===== src/rtl/uart_rx_if.sv =====
// ============================================================================
// Module      : uart_rx_if
// Description : Serial input line and parallel byte output bundle of the
//               8N1 UART receiver.
// Revision    : 1.0 - initial release
// ============================================================================
`default_nettype none
`timescale 1ns/1ps

interface uart_rx_if;
  logic       i_rx;         // serial line, idle high
  logic [7:0] o_data;       // last correctly framed byte
  logic       o_valid;      // one-cycle strobe when o_data updates
  logic       o_frame_err;  // one-cycle strobe on a low stop bit
  logic       o_busy;       // receiver is not idle

  // Receiver side
  modport slave (
    input  i_rx,
    output o_data,
    output o_valid,
    output o_frame_err,
    output o_busy
  );

  // Line driver / byte consumer side
  modport master (
    output i_rx,
    input  o_data,
    input  o_valid,
    input  o_frame_err,
    input  o_busy
  );
endinterface

`default_nettype wire


===== src/rtl/uart_rx.sv =====
// ============================================================================
// Module      : uart_rx
// Description : 8N1 UART receiver with a 2-flop input synchronizer, start-bit
//               glitch rejection and stop-bit framing check. Bit time is
//               TICKS_PER_BIT clock cycles; all samples land mid-bit.
// Revision    : 1.0 - initial release
// ============================================================================
`default_nettype none
`timescale 1ns/1ps

module uart_rx #(
  parameter int TICKS_PER_BIT      = 868,
  parameter int TICKS_PER_BIT_SIZE = 10
) (
  input  wire logic  i_clk,
  input  wire logic  i_rst,
  uart_rx_if.slave   rx_bus
);

  // Terminal counts: half a bit for the start sample, a full bit afterwards
  localparam logic [TICKS_PER_BIT_SIZE-1:0] c_half_m1 =
    TICKS_PER_BIT_SIZE'(TICKS_PER_BIT / 2 - 1);
  localparam logic [TICKS_PER_BIT_SIZE-1:0] c_bit_m1 =
    TICKS_PER_BIT_SIZE'(TICKS_PER_BIT - 1);

  typedef enum logic [4:0] {
    S_IDLE    = 5'b00001,
    S_START   = 5'b00010,
    S_DATA    = 5'b00100,
    S_STOP    = 5'b01000,
    S_RECOVER = 5'b10000
  } state_t;

  state_t                        r_state;
  logic                          r_rx_meta;
  logic                          r_rx_s;
  logic [TICKS_PER_BIT_SIZE-1:0] r_tick;
  logic [3:0]                    r_bit_cnt;
  logic [7:0]                    r_shift;
  logic [7:0]                    r_data;
  logic                          r_valid;
  logic                          r_frame_err;
  logic                          r_busy;

  // Two-flop synchronizer; idle-high reset so reset never looks like a start
  always_ff @(posedge i_clk or posedge i_rst) begin
    if (i_rst) begin
      r_rx_meta <= 1'b1;
      r_rx_s    <= 1'b1;
    end else begin
      r_rx_meta <= rx_bus.i_rx;
      r_rx_s    <= r_rx_meta;
    end
  end

  // Frame state machine with registered strobes and busy flag
  always_ff @(posedge i_clk or posedge i_rst) begin
    if (i_rst) begin
      r_state     <= S_IDLE;
      r_tick      <= '0;
      r_bit_cnt   <= 4'd0;
      r_shift     <= 8'h00;
      r_data      <= 8'h00;
      r_valid     <= 1'b0;
      r_frame_err <= 1'b0;
      r_busy      <= 1'b0;
    end else begin
      r_valid     <= 1'b0;
      r_frame_err <= 1'b0;
      case (r_state)
        S_IDLE: begin
          r_tick <= '0;
          if (!r_rx_s) begin
            r_state <= S_START;
            r_busy  <= 1'b1;
          end
        end

        S_START: begin
          if (r_tick == c_half_m1) begin
            r_tick <= '0;
            if (!r_rx_s) begin
              r_state   <= S_DATA;
              r_bit_cnt <= 4'd0;
            end else begin
              // Line went back high before mid start bit: treat as noise
              r_state <= S_IDLE;
              r_busy  <= 1'b0;
            end
          end else begin
            r_tick <= r_tick + 1'b1;
          end
        end

        S_DATA: begin
          if (r_tick == c_bit_m1) begin
            r_tick    <= '0;
            r_shift   <= {r_rx_s, r_shift[7:1]};
            r_bit_cnt <= r_bit_cnt + 4'd1;
            if (r_bit_cnt == 4'd7) begin
              r_state <= S_STOP;
            end
          end else begin
            r_tick <= r_tick + 1'b1;
          end
        end

        S_STOP: begin
          if (r_tick == c_bit_m1) begin
            r_tick <= '0;
            if (r_rx_s) begin
              r_data  <= r_shift;
              r_valid <= 1'b1;
              r_state <= S_IDLE;
              r_busy  <= 1'b0;
            end else begin
              r_frame_err <= 1'b1;
              r_state     <= S_RECOVER;
            end
          end else begin
            r_tick <= r_tick + 1'b1;
          end
        end

        S_RECOVER: begin
          // Hold off until the line idles so a long break reports only once
          r_tick <= '0;
          if (r_rx_s) begin
            r_state <= S_IDLE;
            r_busy  <= 1'b0;
          end
        end

        default: begin
          r_state <= S_IDLE;
          r_tick  <= '0;
          r_busy  <= 1'b0;
        end
      endcase
    end
  end

  assign rx_bus.o_data      = r_data;
  assign rx_bus.o_valid     = r_valid;
  assign rx_bus.o_frame_err = r_frame_err;
  assign rx_bus.o_busy      = r_busy;

endmodule

`default_nettype wire


===== src/flat_wrapper.sv =====
// flat-port wrapper written by rule: the top's interface ports become plain ports
module uart_rx_flat 
#(
  parameter int TICKS_PER_BIT      = 868,
  parameter int TICKS_PER_BIT_SIZE = 10
)
  (i_clk, i_rst, rx_bus_i_rx, rx_bus_o_data, rx_bus_o_valid, rx_bus_o_frame_err, rx_bus_o_busy);
  uart_rx_if rx_bus_i ();
  input  wire logic i_clk;
  input  wire logic i_rst;
  input wire logic [$bits(rx_bus_i.i_rx)-1:0] rx_bus_i_rx;
  output wire logic [$bits(rx_bus_i.o_data)-1:0] rx_bus_o_data;
  output wire logic [$bits(rx_bus_i.o_valid)-1:0] rx_bus_o_valid;
  output wire logic [$bits(rx_bus_i.o_frame_err)-1:0] rx_bus_o_frame_err;
  output wire logic [$bits(rx_bus_i.o_busy)-1:0] rx_bus_o_busy;
  assign rx_bus_i.i_rx = rx_bus_i_rx;
  assign rx_bus_o_data = rx_bus_i.o_data;
  assign rx_bus_o_valid = rx_bus_i.o_valid;
  assign rx_bus_o_frame_err = rx_bus_i.o_frame_err;
  assign rx_bus_o_busy = rx_bus_i.o_busy;
  uart_rx #(.TICKS_PER_BIT(TICKS_PER_BIT), .TICKS_PER_BIT_SIZE(TICKS_PER_BIT_SIZE)) u_core (.i_clk(i_clk), .i_rst(i_rst), .rx_bus(rx_bus_i));
endmodule

===== config.mk =====
export PLATFORM = sky130hd
export DESIGN_NAME = uart_rx_flat
export DESIGN_NICKNAME = d
export VERILOG_FILES = /design/src/rtl/uart_rx_if.sv /design/src/rtl/uart_rx.sv /design/src/flat_wrapper.sv
export SDC_FILE = /design/constraint.sdc
export NUM_CORES = 1
export LEC_CHECK = 0
export ABC_AREA = 1
export CORE_UTILIZATION = 30
export DETAILED_ROUTE_END_ITERATION = 12
export GPL_ROUTABILITY_DRIVEN = 0
export GPL_TIMING_DRIVEN = 0
export PLACE_DENSITY_LB_ADDON = 0.08
export SETUP_SLACK_MARGIN = 0.3
export SYNTH_ARGS = -nofsm -noshare
export SYNTH_HDL_FRONTEND = slang
export SYNTH_SLANG_ARGS = --single-unit

===== constraint.sdc =====
create_clock -name i_clk -period 2.4 [get_ports i_clk]
set_input_delay 0.6 -clock i_clk [delete_from_list [all_inputs] [get_ports i_clk]]
set_output_delay 0.6 -clock i_clk [all_outputs]
set_load 0.01 [all_outputs]

# Word level (Yosys, flattened, before mapping)
# Index checks and enable logic that the tools add are counted.
# Widths: inputs -> output; s select.
[totals]
register_bits = 40
latchBits = 0
ramBits = 0
rom_bits = 0
word_cells = 62
n_memories = 0
[classes]
addsub = 2
multipliers = 0
n_div = 0
magnitude_cmp = 0
n_eq_ne = 15
shifts = 0
muxes = 27
bitwise = 1
reduce_logical = 7
[op_table]
columns = ["operator", "n"]
rows = [
  ["$mux 5", 7],
  ["$pmux 5 s5", 1],
  ["$mux 10", 2],
  ["$pmux 10 s2", 1],
  ["$mux 4", 3],
  ["$add 10x1->10 const B", 1],
  ["$eq 10x10->1 const B", 1],
  ["$eq 10x9->1 const B", 1],
  ["$mux 1", 10],
  ["$ne 2x1->1 const B", 5],
  ["$pmux 4 s2", 1],
  ["$reduce_and 4->1", 2],
  ["$reduce_and 6->1", 1],
  ["$eq 5x1->1 const B", 1],
  ["$eq 5x2->1 const B", 1],
  ["$eq 5x3->1 const B", 1],
  ["$eq 5x4->1 const B", 1],
  ["$eq 5x5->1 const B", 1],
  ["$pmux 1 s5", 1],
  ["$add 4x1->4 const B", 1],
  ["$eq 4x3->1 const B", 1],
  ["$ne 2x2->1 const B", 2],
  ["$mux 3", 1],
  ["$reduce_and 3->1", 1],
  ["other kinds (4)", 4],
]

# Depth between registers and ports, before layout
[depth]
word_depth = 4
depth_mapped = 11
depth_no_buf = 11

# Worst setup path before layout
# No wires, ideal clock.
[synth_timing]
path_type = "register -> register"
startpoint = "register u_core.r_tick[0]"
endpoint = "register u_core.r_bit_cnt[2]"
arrival_time_ps = 1328
required_ps = 2283
path_slack_ps = 955
path_stages_with_launch = 11
n_path_buf = 0
period_less_slack_ps = 1445
path_cell_list = "dfrtp_1 ha_1 inv_2 nor2_2 nand4_4 nor2_4 inv_2 nand2_2 nand2_2 nand2_1 nand2_1"
[synth_via]
elab_chain_cells = 3
word_cells_on_any_way = 5
classes_between = "eq/ne: 4; reduce/logical: 1"
[synth_lines]
columns = ["item", "line_no", "text"]
rows = [
  ["start, declared", "uart_rx.sv:37", "logic [TICKS_PER_BIT_SIZE-1:0] r_tick;"],
  ["start signal, assigned", "uart_rx.sv:91", "r_tick <= r_tick + 1'b1;"],
  ["start signal, assigned", "uart_rx.sv:104", "r_tick <= r_tick + 1'b1;"],
  ["start signal, assigned", "uart_rx.sv:121", "r_tick <= r_tick + 1'b1;"],
  ["$eq 10x10->1 or $eq 10x9->1 (tied branches)", "uart_rx.sv:96, uart_rx.sv:80", ""],
  ["$ne 2x1->1 (no source line)", "n/a", ""],
  ["$reduce_and 4->1 (no source line) *", "n/a", ""],
  ["end signal, assigned", "uart_rx.sv:99", "r_bit_cnt <= r_bit_cnt + 4'd1;"],
  ["end, declared", "uart_rx.sv:38", "logic [3:0] r_bit_cnt;"],
]
# Mark *: on every way between the ends. The rest lies on a longest branch, timed or not.
# A chain may end at the register's enable or synchronous reset.

# Worst setup path after layout
[layout_timing]
startpoint = "register u_core.r_data[7] (netlist: u_core.rx_bus.o_data[7])"
endpoint = "output port rx_bus_o_data[7]"
[layout_rtl]
columns = ["item", "line_no", "text"]
rows = [
  ["start, declared", "uart_rx.sv:40", "logic [7:0] r_data;"],
  ["start signal, assigned", "uart_rx.sv:112", "r_data <= r_shift;"],
  ["end, declared", "flat_wrapper.sv:12", "output wire logic [$bits(rx_bus_i.o_data)-1:0] rx_bus_o_data;"],
]
# No word-level cell between the ends.

==> key figures <==
Timing
  • Final Cycle Share: 0.756
  • Hold Fails Final Rpt: 0
  • Final Hold Slack: 0.359 ns
  • RSZ-0062 raised after global routing: no
  • Final setup viols: 0
  • Measured slew at the worst slew-check pin: 0.834 ns
  • Max frequency: 0.551 GHz
  • Post-Route Setup TNS: 0 ns
  • Slew margin rel.: 0.443
  • Slew Limit Fails: 0
  • Tmin final: 1.82 ns
  • Worst setup margin: 0.584 ns
  • Clk_skew: 0.00754 ns

Setup path
  • WS Path Type: reg2out
  • Worst Path Arrival: 1.22 ns
  • CP max stage cell: clkdlybuf4s50_1
  • Max stage delay on crit path: 0.54 ns
  • CP endpoint kind: primary output
  • Top delay family on crit path: buffers and inverters
  • Startpoint Class: register
  • Crit path max fanout: 2
  • Buf+Inv Stages, Crit Path: 1
  • Worst EP required: 1.80 ns
  • CP Cell Sequence: clkdlybuf4s50_1

Route
  • Via count: 1,354
  • Post-route ant nets: 0
  • Vias/cell: 4.35
  • Final wirelength: 3640 µm
  • 1st-pass router iterations: 4
  • Iter 0 DRT Violations: 70
  • Residual DRC: 0
  • Mean routed wirelength per cell: 11.7 µm

GRT
  • First-pass GRT wire length: 5910 µm
  • Largest net degree at the start of global routing: 41
  • Gr usage total: 0.121
  • Initial antenna violation count: 0
  • Vias in the first global route: 1,264
  • Overflow after GRT: 0

Pwr
  • Switching share of power: 0.301
  • Leak: 1.04 nW
  • Comb power frac: 0.175
  • Int Power: 1.12 mW
  • Sw power: 483 µW
  • Peak VDD IR: 258 µV
  • PD cells: 707 nW/µm²
  • Clock Power Share: 0.359
  • Flop pwr share: 0.466

Finish
  • Fill cells: 642
  • Final core utilization: 0.375
  • Reg area: 1000 µm²
  • Nets: 241
  • Area Overhead vs Synth: 17.5%
  • Antenna Cells: 0
  • Layout cell share with drive strength beyond 1: 0.191
  • Non-filler cells, final: 311
  • Footprint of the multi-input gates: 783 µm²

Yosys
  • Simple-gate share of the synthesized area: 0.285
  • Area share of fa/ha/maj cells after synthesis: 0.0194
  • Post-synthesis cell type count: 30
  • Yosys warns: 0
  • Post-Syn Area: 1930 µm²
  • Area fraction in compound gates after synthesis: 0.0692
  • Multiplexer area fraction after synthesis: 0
  • Yosys reg bits: 40
  • Largest family of logic cells by synthesized area: simple AND/OR/NAND/NOR gates
  • Sequential share of the synthesized area: 0.519
  • Synth Instances: 215
  • Syn_area_per_cell: 9.00 µm²
  • Xor/xnor share of the synthesized area: 0.0317
  • Syn Nets: 221

Clock network
  • Clock transition at path regs: 0.09 ns
  • Setup repair bufs after CTS: 0
  • Cells resized by post-CTS repair: 0
  • Root Buffer: clkbuf_8
  • Clk sinks: 40
  • Num CTS Buffers: 5
  • Clk Latency, worst-skew pair: 0.30 ns
  • Hold_buf cts: 0
  • CTS tree: built
  • H-tree depth: 2
  • Maximum buffer depth of the clock tree: 2

Die
  • Area of the core: 6060 µm²
  • Initial Util: 0.319
  • Die Height: 82.3 µm
  • Die X: 82.3 µm
  • Num rows: 28
  • Die area: 6770 µm²
  • I/O Pins: 14

Place
  • PortBufs: 13
  • DP Worst Slack: 0.662 ns
  • Placed insts: 303
  • Post-DP HPWL: 2570 µm

Flow run
  • Max-cap viol count: 0

Run status
  • Status: finished, final reports clean

Worst hold path
  • HP Class: reg2reg
layout make-up:
type,count,share of cell area
timing repair buffer,13,0.0572
sequential,40,0.442
multi-input combinational,139,0.345
tap,75,0.0413
buffer,2,0.00826
clock buffer,5,0.0303
inverter,34,0.0561
clock inverter,3,0.0204
worst paths after layout:
kind / depth (start not counted) / to / start / slack (ns)
worst max-delay path: 1 / rx_bus_o_data[7] / u_core.rx_bus.o_data[7] / 0.58
worst min-delay path: 0 / u_core.r_rx_s / u_core.r_rx_meta / 0.36
worst max register to register: 10 / u_core.r_bit_cnt[1] / u_core.r_tick[0] / 0.72
worst min register to register: 0 / u_core.r_rx_s / u_core.r_rx_meta / 0.36
max in group asynchronous: 2 / u_core.r_tick[8] / i_rst / 1.09
min in group asynchronous: 2 / u_core.r_tick[0] / i_rst / 0.78
kinds of logic (layout without fill, tap and decap cells):
logic type | Yosys count | after routing
and+or+nand+nor | 109 | 109
DFF | 40 | 40
xor gates and xnor gates | 7 | 7
buffers and inverters | 36 | 57
adders and majority gates | 3 | 3
AOI/OAI and AO/OA | 20 | 20
stage by stage:
step	instance area (µm²)	power (mW)
floorplan	1930	0.969
global placement	2160	1.05
detailed placement	2160	1.05
CTS	2270	1.64
global route	2270	1.70
finish	2270	1.61
placed cells by master (no fill, tap or decap), drive strengths merged:
cell,instances
clkinvlp,1
dfrtp,37
or2,1
xor2,5
o32ai,1
o21ai,17
nand3b,1
clkinv,5
a21oi,2
nor3,4
inv,30
dfstp,3
nor2,30
nand4,7
clkdlybuf4s50,13
nand2,49
xnor2,2
clkbuf,5
buf,2
bufinv,1
nand3,16
ha,3
nor4,1
metal layers:
| metal | up-vias | wire (µm) | track usage |
|---|---|---|---|
| li1 | 714 | - | - |
| met1 | 621 | 1840 | 0.151 |
| met2 | 14 | 1640 | 0.191 |
| met3 | 5 | 105 | 0.0407 |
| met4 | 0 | 54 | 0.0474 |
| met5 | - | 0 | 0 |
registers in the layout (all words and copies together), names as in the netlist, 4 cells and up:
signal                flops
u_core.r_tick            10
u_core.r_bit_cnt          4
u_core.r_shift            8
u_core.r_state            5
u_core.rx_bus.o_data      8
cell usage after synthesis, drive strengths merged:
cell type | number | area [µm²]
nand2 | 49 | 194
dfrtp | 37 | 926
nor2 | 30 | 143
inv | 29 | 109
o21ai | 17 | 115
nand3 | 16 | 92.6
nand4 | 7 | 71.3
clkinv | 5 | 18.8
xor2 | 5 | 43.8
nor3 | 4 | 30.0
dfstp | 3 | 78.8
ha | 3 | 37.5
a21oi | 2 | 10.0
buf | 2 | 18.8
xnor2 | 2 | 17.5
nand3b | 1 | 7.51
nor4 | 1 | 6.26
o32ai | 1 | 8.76
or2 | 1 | 6.26
power by group through the flow:
stage / clock, mW / combinational (mW) / sequential (mW)
after floorplan: 0 / 0.208 / 0.761
after global placement: 0 / 0.286 / 0.762
after detailed placement: 0 / 0.288 / 0.763
after CTS: 0.603 / 0.288 / 0.749
after global routing: 0.622 / 0.322 / 0.755
final: 0.577 / 0.282 / 0.749
(Power assumes the default switching activity.)
